### config.mk
export PLATFORM = sky130hd
export DESIGN_NAME = secure_subsys_isolation_ctrl_flat
export DESIGN_NICKNAME = d
export VERILOG_FILES = /design/src/rtl/secure_subsys_isolation_ctrl_if.sv /design/src/rtl/secure_subsys_isolation_ctrl.sv /design/src/flat_wrapper.sv
export SDC_FILE = /design/constraint.sdc
export NUM_CORES = 1
export LEC_CHECK = 0
export ABC_AREA = 1
export CAP_MARGIN = 20
export CORE_MARGIN = 1.5
export CORE_UTILIZATION = 51
export CTS_CLUSTER_DIAMETER = 80
export DETAILED_ROUTE_END_ITERATION = 16
export GPL_TIMING_DRIVEN = 0
export PLACE_DENSITY = 0.73
export SLEW_MARGIN = 30
export SYNTH_ARGS = -nofsm -noshare
export SYNTH_HDL_FRONTEND = slang
export SYNTH_SLANG_ARGS = --single-unit
### constraint.sdc
create_clock -name clk_i -period 2.2 [get_ports clk_i]
set_input_delay 0.44 -clock clk_i [delete_from_list [all_inputs] [get_ports clk_i]]
set_output_delay 0.44 -clock clk_i [all_outputs]
set_load 0.005 [all_outputs]
### src/rtl/secure_subsys_isolation_ctrl_if.sv
// Control/status bundle between the host-side control logic and the secure
// subsystem isolation sequencer.
//
// Handshake semantics: every signal here is a level, sampled on the rising
// edge of the sequencer clock. boot_en_i and isolate_req_i are held requests
// (isolate_req_i wins whenever both are high). axi_isolated_i is the status
// returned by the AXI isolate stage. clear_fault_i is a one-cycle pulse that
// only has meaning while fault_o is high. The sequencer never waits on a
// ready; the host observes progress through busy_o, fault_o and state_o.
interface secure_subsys_isolation_ctrl_if;
    logic       boot_en_i;
    logic       isolate_req_i;
    logic       axi_isolated_i;
    logic       clear_fault_i;
    logic       axi_isolate_o;
    logic       fetch_en_o;
    logic       busy_o;
    logic       fault_o;
    logic [2:0] state_o;

    modport master (
        output boot_en_i,
        output isolate_req_i,
        output axi_isolated_i,
        output clear_fault_i,
        input  axi_isolate_o,
        input  fetch_en_o,
        input  busy_o,
        input  fault_o,
        input  state_o
    );

    modport slave (
        input  boot_en_i,
        input  isolate_req_i,
        input  axi_isolated_i,
        input  clear_fault_i,
        output axi_isolate_o,
        output fetch_en_o,
        output busy_o,
        output fault_o,
        output state_o
    );
endinterface

### src/rtl/secure_subsys_isolation_ctrl.sv
// Sequencer for the secure subsystem outbound AXI path and core start-up.
// Releases AXI isolation, waits for the port to open, lets it settle, then
// enables instruction fetch. Re-isolates on request and waits for drain.
// Both waits on the AXI isolate stage are bounded; expiry latches FAULT.
module secure_subsys_isolation_ctrl #(
    parameter int TimeoutCycles = 1024,
    parameter int SettleCycles  = 4,
    parameter int CntWidth      = $clog2(TimeoutCycles + 1)
) (
    input  logic                           clk_i,
    input  logic                           rst_i,
    secure_subsys_isolation_ctrl_if.slave  ctrl
);

    typedef enum logic [2:0] {
        ST_ISOLATED = 3'd0,
        ST_RELEASE  = 3'd1,
        ST_SETTLE   = 3'd2,
        ST_RUN      = 3'd3,
        ST_DRAIN    = 3'd4,
        ST_FAULT    = 3'd5
    } state_e;

    localparam logic [CntWidth-1:0] CntTimeoutLast = CntWidth'(TimeoutCycles - 1);
    localparam logic [CntWidth-1:0] CntSettleLast  = CntWidth'(SettleCycles - 1);
    localparam logic [CntWidth-1:0] CntMax         = CntWidth'(TimeoutCycles);

    state_e              state_q;
    state_e              state_d;
    logic [CntWidth-1:0] cnt_q;
    logic                axi_isolate_q;
    logic                fetch_en_q;
    logic                busy_q;
    logic                fault_q;

    // Next-state selection; isolation requests outrank boot everywhere.
    always_comb begin
        state_d = state_q;
        case (state_q)
            ST_ISOLATED: begin
                if (ctrl.boot_en_i && !ctrl.isolate_req_i) state_d = ST_RELEASE;
            end
            ST_RELEASE: begin
                if (ctrl.isolate_req_i)            state_d = ST_DRAIN;
                else if (!ctrl.axi_isolated_i)     state_d = ST_SETTLE;
                else if (cnt_q == CntTimeoutLast)  state_d = ST_FAULT;
            end
            ST_SETTLE: begin
                if (ctrl.isolate_req_i)            state_d = ST_DRAIN;
                else if (cnt_q == CntSettleLast)   state_d = ST_RUN;
            end
            ST_RUN: begin
                if (ctrl.isolate_req_i)            state_d = ST_DRAIN;
            end
            ST_DRAIN: begin
                // Drain completion beats a coincident timeout.
                if (ctrl.axi_isolated_i)           state_d = ST_ISOLATED;
                else if (cnt_q == CntTimeoutLast)  state_d = ST_FAULT;
            end
            ST_FAULT: begin
                if (ctrl.clear_fault_i)            state_d = ST_ISOLATED;
            end
            default: state_d = ST_FAULT;
        endcase
    end

    // State, wait counter and registered Moore outputs (decoded from next state).
    always_ff @(posedge clk_i or posedge rst_i) begin
        if (rst_i) begin
            state_q       <= ST_ISOLATED;
            cnt_q         <= '0;
            axi_isolate_q <= 1'b1;
            fetch_en_q    <= 1'b0;
            busy_q        <= 1'b0;
            fault_q       <= 1'b0;
        end else begin
            state_q <= state_d;

            if (state_d != state_q) begin
                cnt_q <= '0;
            end else if (state_q inside {ST_RELEASE, ST_SETTLE, ST_DRAIN}) begin
                if (cnt_q != CntMax) cnt_q <= cnt_q + 1'b1;
            end else begin
                cnt_q <= '0;
            end

            axi_isolate_q <= state_d inside {ST_ISOLATED, ST_DRAIN, ST_FAULT};
            busy_q        <= state_d inside {ST_RELEASE, ST_SETTLE, ST_DRAIN};
            fault_q       <= (state_d == ST_FAULT);

            // Fetch enable is sticky: once the core is started it keeps running.
            if (state_d == ST_RUN && state_q != ST_RUN) fetch_en_q <= 1'b1;
        end
    end

    assign ctrl.axi_isolate_o = axi_isolate_q;
    assign ctrl.fetch_en_o    = fetch_en_q;
    assign ctrl.busy_o        = busy_q;
    assign ctrl.fault_o       = fault_q;
    assign ctrl.state_o       = state_q;

endmodule

### src/flat_wrapper.sv
// flat-port wrapper written by rule: the top's interface ports become plain ports
module secure_subsys_isolation_ctrl_flat 
#(
    parameter int TimeoutCycles = 1024,
    parameter int SettleCycles  = 4,
    parameter int CntWidth      = $clog2(TimeoutCycles + 1)
)
  (clk_i, rst_i, ctrl_boot_en_i, ctrl_isolate_req_i, ctrl_axi_isolated_i, ctrl_clear_fault_i, ctrl_axi_isolate_o, ctrl_fetch_en_o, ctrl_busy_o, ctrl_fault_o, ctrl_state_o);
  secure_subsys_isolation_ctrl_if ctrl_i ();
  input  logic clk_i;
  input  logic rst_i;
  input wire logic [$bits(ctrl_i.boot_en_i)-1:0] ctrl_boot_en_i;
  input wire logic [$bits(ctrl_i.isolate_req_i)-1:0] ctrl_isolate_req_i;
  input wire logic [$bits(ctrl_i.axi_isolated_i)-1:0] ctrl_axi_isolated_i;
  input wire logic [$bits(ctrl_i.clear_fault_i)-1:0] ctrl_clear_fault_i;
  output wire logic [$bits(ctrl_i.axi_isolate_o)-1:0] ctrl_axi_isolate_o;
  output wire logic [$bits(ctrl_i.fetch_en_o)-1:0] ctrl_fetch_en_o;
  output wire logic [$bits(ctrl_i.busy_o)-1:0] ctrl_busy_o;
  output wire logic [$bits(ctrl_i.fault_o)-1:0] ctrl_fault_o;
  output wire logic [$bits(ctrl_i.state_o)-1:0] ctrl_state_o;
  assign ctrl_i.boot_en_i = ctrl_boot_en_i;
  assign ctrl_i.isolate_req_i = ctrl_isolate_req_i;
  assign ctrl_i.axi_isolated_i = ctrl_axi_isolated_i;
  assign ctrl_i.clear_fault_i = ctrl_clear_fault_i;
  assign ctrl_axi_isolate_o = ctrl_i.axi_isolate_o;
  assign ctrl_fetch_en_o = ctrl_i.fetch_en_o;
  assign ctrl_busy_o = ctrl_i.busy_o;
  assign ctrl_fault_o = ctrl_i.fault_o;
  assign ctrl_state_o = ctrl_i.state_o;
  secure_subsys_isolation_ctrl #(.TimeoutCycles(TimeoutCycles), .SettleCycles(SettleCycles), .CntWidth(CntWidth)) u_core (.clk_i(clk_i), .rst_i(rst_i), .ctrl(ctrl_i));
endmodule
==> run metrics <==
Startpoint Class register; sequential area share after synthesis 36.6%; Netlist cell types 26; filler cell count 219; Die ar. 2720 um^2; Final period util 85.0%; clk_skew 0.00758 ns; power per cell area 962 nW/um^2; Die X 52.2 um; Die Ht 52.2 um; ratio of cells with drive above 1 in the final layout 19.9%; clock-pin slew on the worst setup and hold paths 0.10 ns; Port Buffers 12; vias in the first global route 1074; Core ar. 2250 um^2; drt drc 0; most common cell after layout, fill and taps aside nand2_1; CP max FO 10; most frequent cells in the layout nand2_1, inv_1, nor2_1; Fin. Hold Viols 0; post-CTS sizing 0; Highest Clock Rate 535 MHz; setup TNS 0 ns; Initial Utilization 54.7%; final setup fails 0; dpl hpwl 1980 um; register area 452 um^2; Final Net Count 200; Cells after Synth 175; Antenna Nets Post-Route 0; Synth Warn # 0; CTS Buf Count 3; initial antenna violation count 0; Post-Syn Nets 183; largest net degree at the start of global routing 19; # IOs 13; Worst Setup End Kind register; RSZ-0062 raised after global routing false; first-pass GRT wire length 4530 um; post-route cell area 1420 um^2; status completed; clk sink count 18; CTS tree yes; drt wl/cell 11.5 um; Root Buffer Master clkbuf_4; GP Congestion 0.903; multi-input logic area 643 um^2; Avg Synthesized Cell Area 7.05 um^2; H-tree levels 1; worst-skew pair later-pin latency 0.29 ns; Req. time, crit path 2.43 ns; DRT iter0 DRCs 38; number of antenna diodes 0; leak pwr 0.722 nW; post-CTS setup buffers 0; Layout area overhead 14.7%; hold crit path type reg -> reg; Slew Limit Headroom 54.0%; maximum VDD drop 1.02 mV; Tmin final 1.87 ns; Vias 1134; arrival time at the worst endpoint 2.10 ns; placed inst area 1390 um^2; vias per inst 5.18; grt total ovfl 0; # hold bufs at CTS 0; worst-margin pin slew 0.689 ns; routed wire length 2510 um; DR pass1 iterations 4; Max Slew Vio Count 0; Mapped Area 1230 um^2; critical path type reg -> reg; GRT Resource Usage Total 22.6%; maxcap violations 0; Rows 17; register bit total from synthesis 18; Max clock buf depth 2
[logic make-up after synthesis]
family          count (synthesis)  share of synthesized area [%]
flops                          18                           36.6
buf+inv                        32                           11.3
simple gates                  112                           44.0
fa+ha+maj                       2                           2.03
compound gates                 11                           6.08
[per-layer routing]
layer	global-route usage, %	vias up	share of wire [%]
met4	5.13	0	0.96
li1	-	582	-
met5	0	-	0
met3	5.14	4	4.5
met2	38.8	26	48
met1	28.9	522	47
[through the flow]
stage	worst slack [ns]	total power [mW]	util, %	instances	hold WS (ns)
2_1_floorplan	0.611	0.988	-	175	0.378
3_5_place_dp	0.0940	1.20	61.6	215	0.463
6_report	0.330	1.36	62.8	219	0.488
5_1_grt	0.121	1.48	62.8	219	0.516
4_1_cts	0.316	1.37	62.8	219	0.493
3_3_place_gp	0.131	1.18	61.6	215	0.456
[worst max-delay path, stage by stage, from the launching register on]
cell	delay, ns
dfrtp_1	0.41
ha_1	0.24
nand3_1	0.19
nor2_1	0.18
nand3_1	0.13
nand3_1	0.11
nand2_2	0.07
nor2_2	0.10
nand3_2	0.10
buf_6	0.17
nor2_2	0.09
[final timing paths]
path	from	end	slack (ns)	depth (start not counted)
worst max-delay path	u_core.cnt_q[1]$_DFFE_PP0P_	u_core.cnt_q[9]$_DFFE_PP0P_	0.33	10
worst min-delay path	u_core.ctrl.fetch_en_o$_DFFE_PP0P_	u_core.ctrl.fetch_en_o$_DFFE_PP0P_	0.49	1
worst max register to register	u_core.cnt_q[1]$_DFFE_PP0P_	u_core.cnt_q[9]$_DFFE_PP0P_	0.33	10
worst min register to register	u_core.ctrl.fetch_en_o$_DFFE_PP0P_	u_core.ctrl.fetch_en_o$_DFFE_PP0P_	0.49	1
max in group asynchronous	rst_i	u_core.cnt_q[4]$_DFFE_PP0P_	1.22	2
min in group asynchronous	rst_i	u_core.cnt_q[5]$_DFFE_PP0P_	0.54	2
[Yosys cell counts]
library cell  number  area, um^2
a31o_2             1        8.76
ha_1               2        25.0
nor2_4             2        22.5
o21ai_0            3        15.0
o21ai_1            1        5.00
nand3_2            2        20.0
o31ai_1            1        7.51
buf_6              2        22.5
nand2_1           37         139
dfstp_2            1        26.3
inv_2              3        11.3
dfrtp_1           17         425
nand2_2            5        31.3
nand4_1            2        12.5
a41o_1             1        10.0
nand4_2            1        12.5
nand3_1           22         110
nor3_1             1        5.00
nor2_2            14        87.6
or2_2              2        12.5
a21oi_1            1        5.00
o21ai_2            1        8.76
inv_1             26        97.6
buf_4              1        7.51
nor2_1            24        90.1
o211ai_1           2        15.0
[layout make-up]
type / count / area share [%]
multi-input cells: 125 / 45.4
flip-flops and latches: 18 / 31.9
repair buffers: 12 / 8.49
inverters: 29 / 7.69
well taps: 28 / 2.48
plain buffers: 3 / 2.12
clock buffers: 4 / 1.86
[power breakdown]
part / internal (mW) / switching [mW]
combinational: 0.297 / 0.465
sequential: 0.384 / 0.0453
clock: 0.0706 / 0.0997
[sequential cells by signal, summed over array words and instances (netlist names)]
name                       cells
u_core.cnt_q                  11
u_core.ctrl.axi_isolate_o      1
u_core.ctrl.state_o            3
u_core.ctrl.busy_o             1
u_core.ctrl.fetch_en_o         1
u_core.ctrl.fault_o            1
Note: power is estimated with default switching activity, not from simulation.
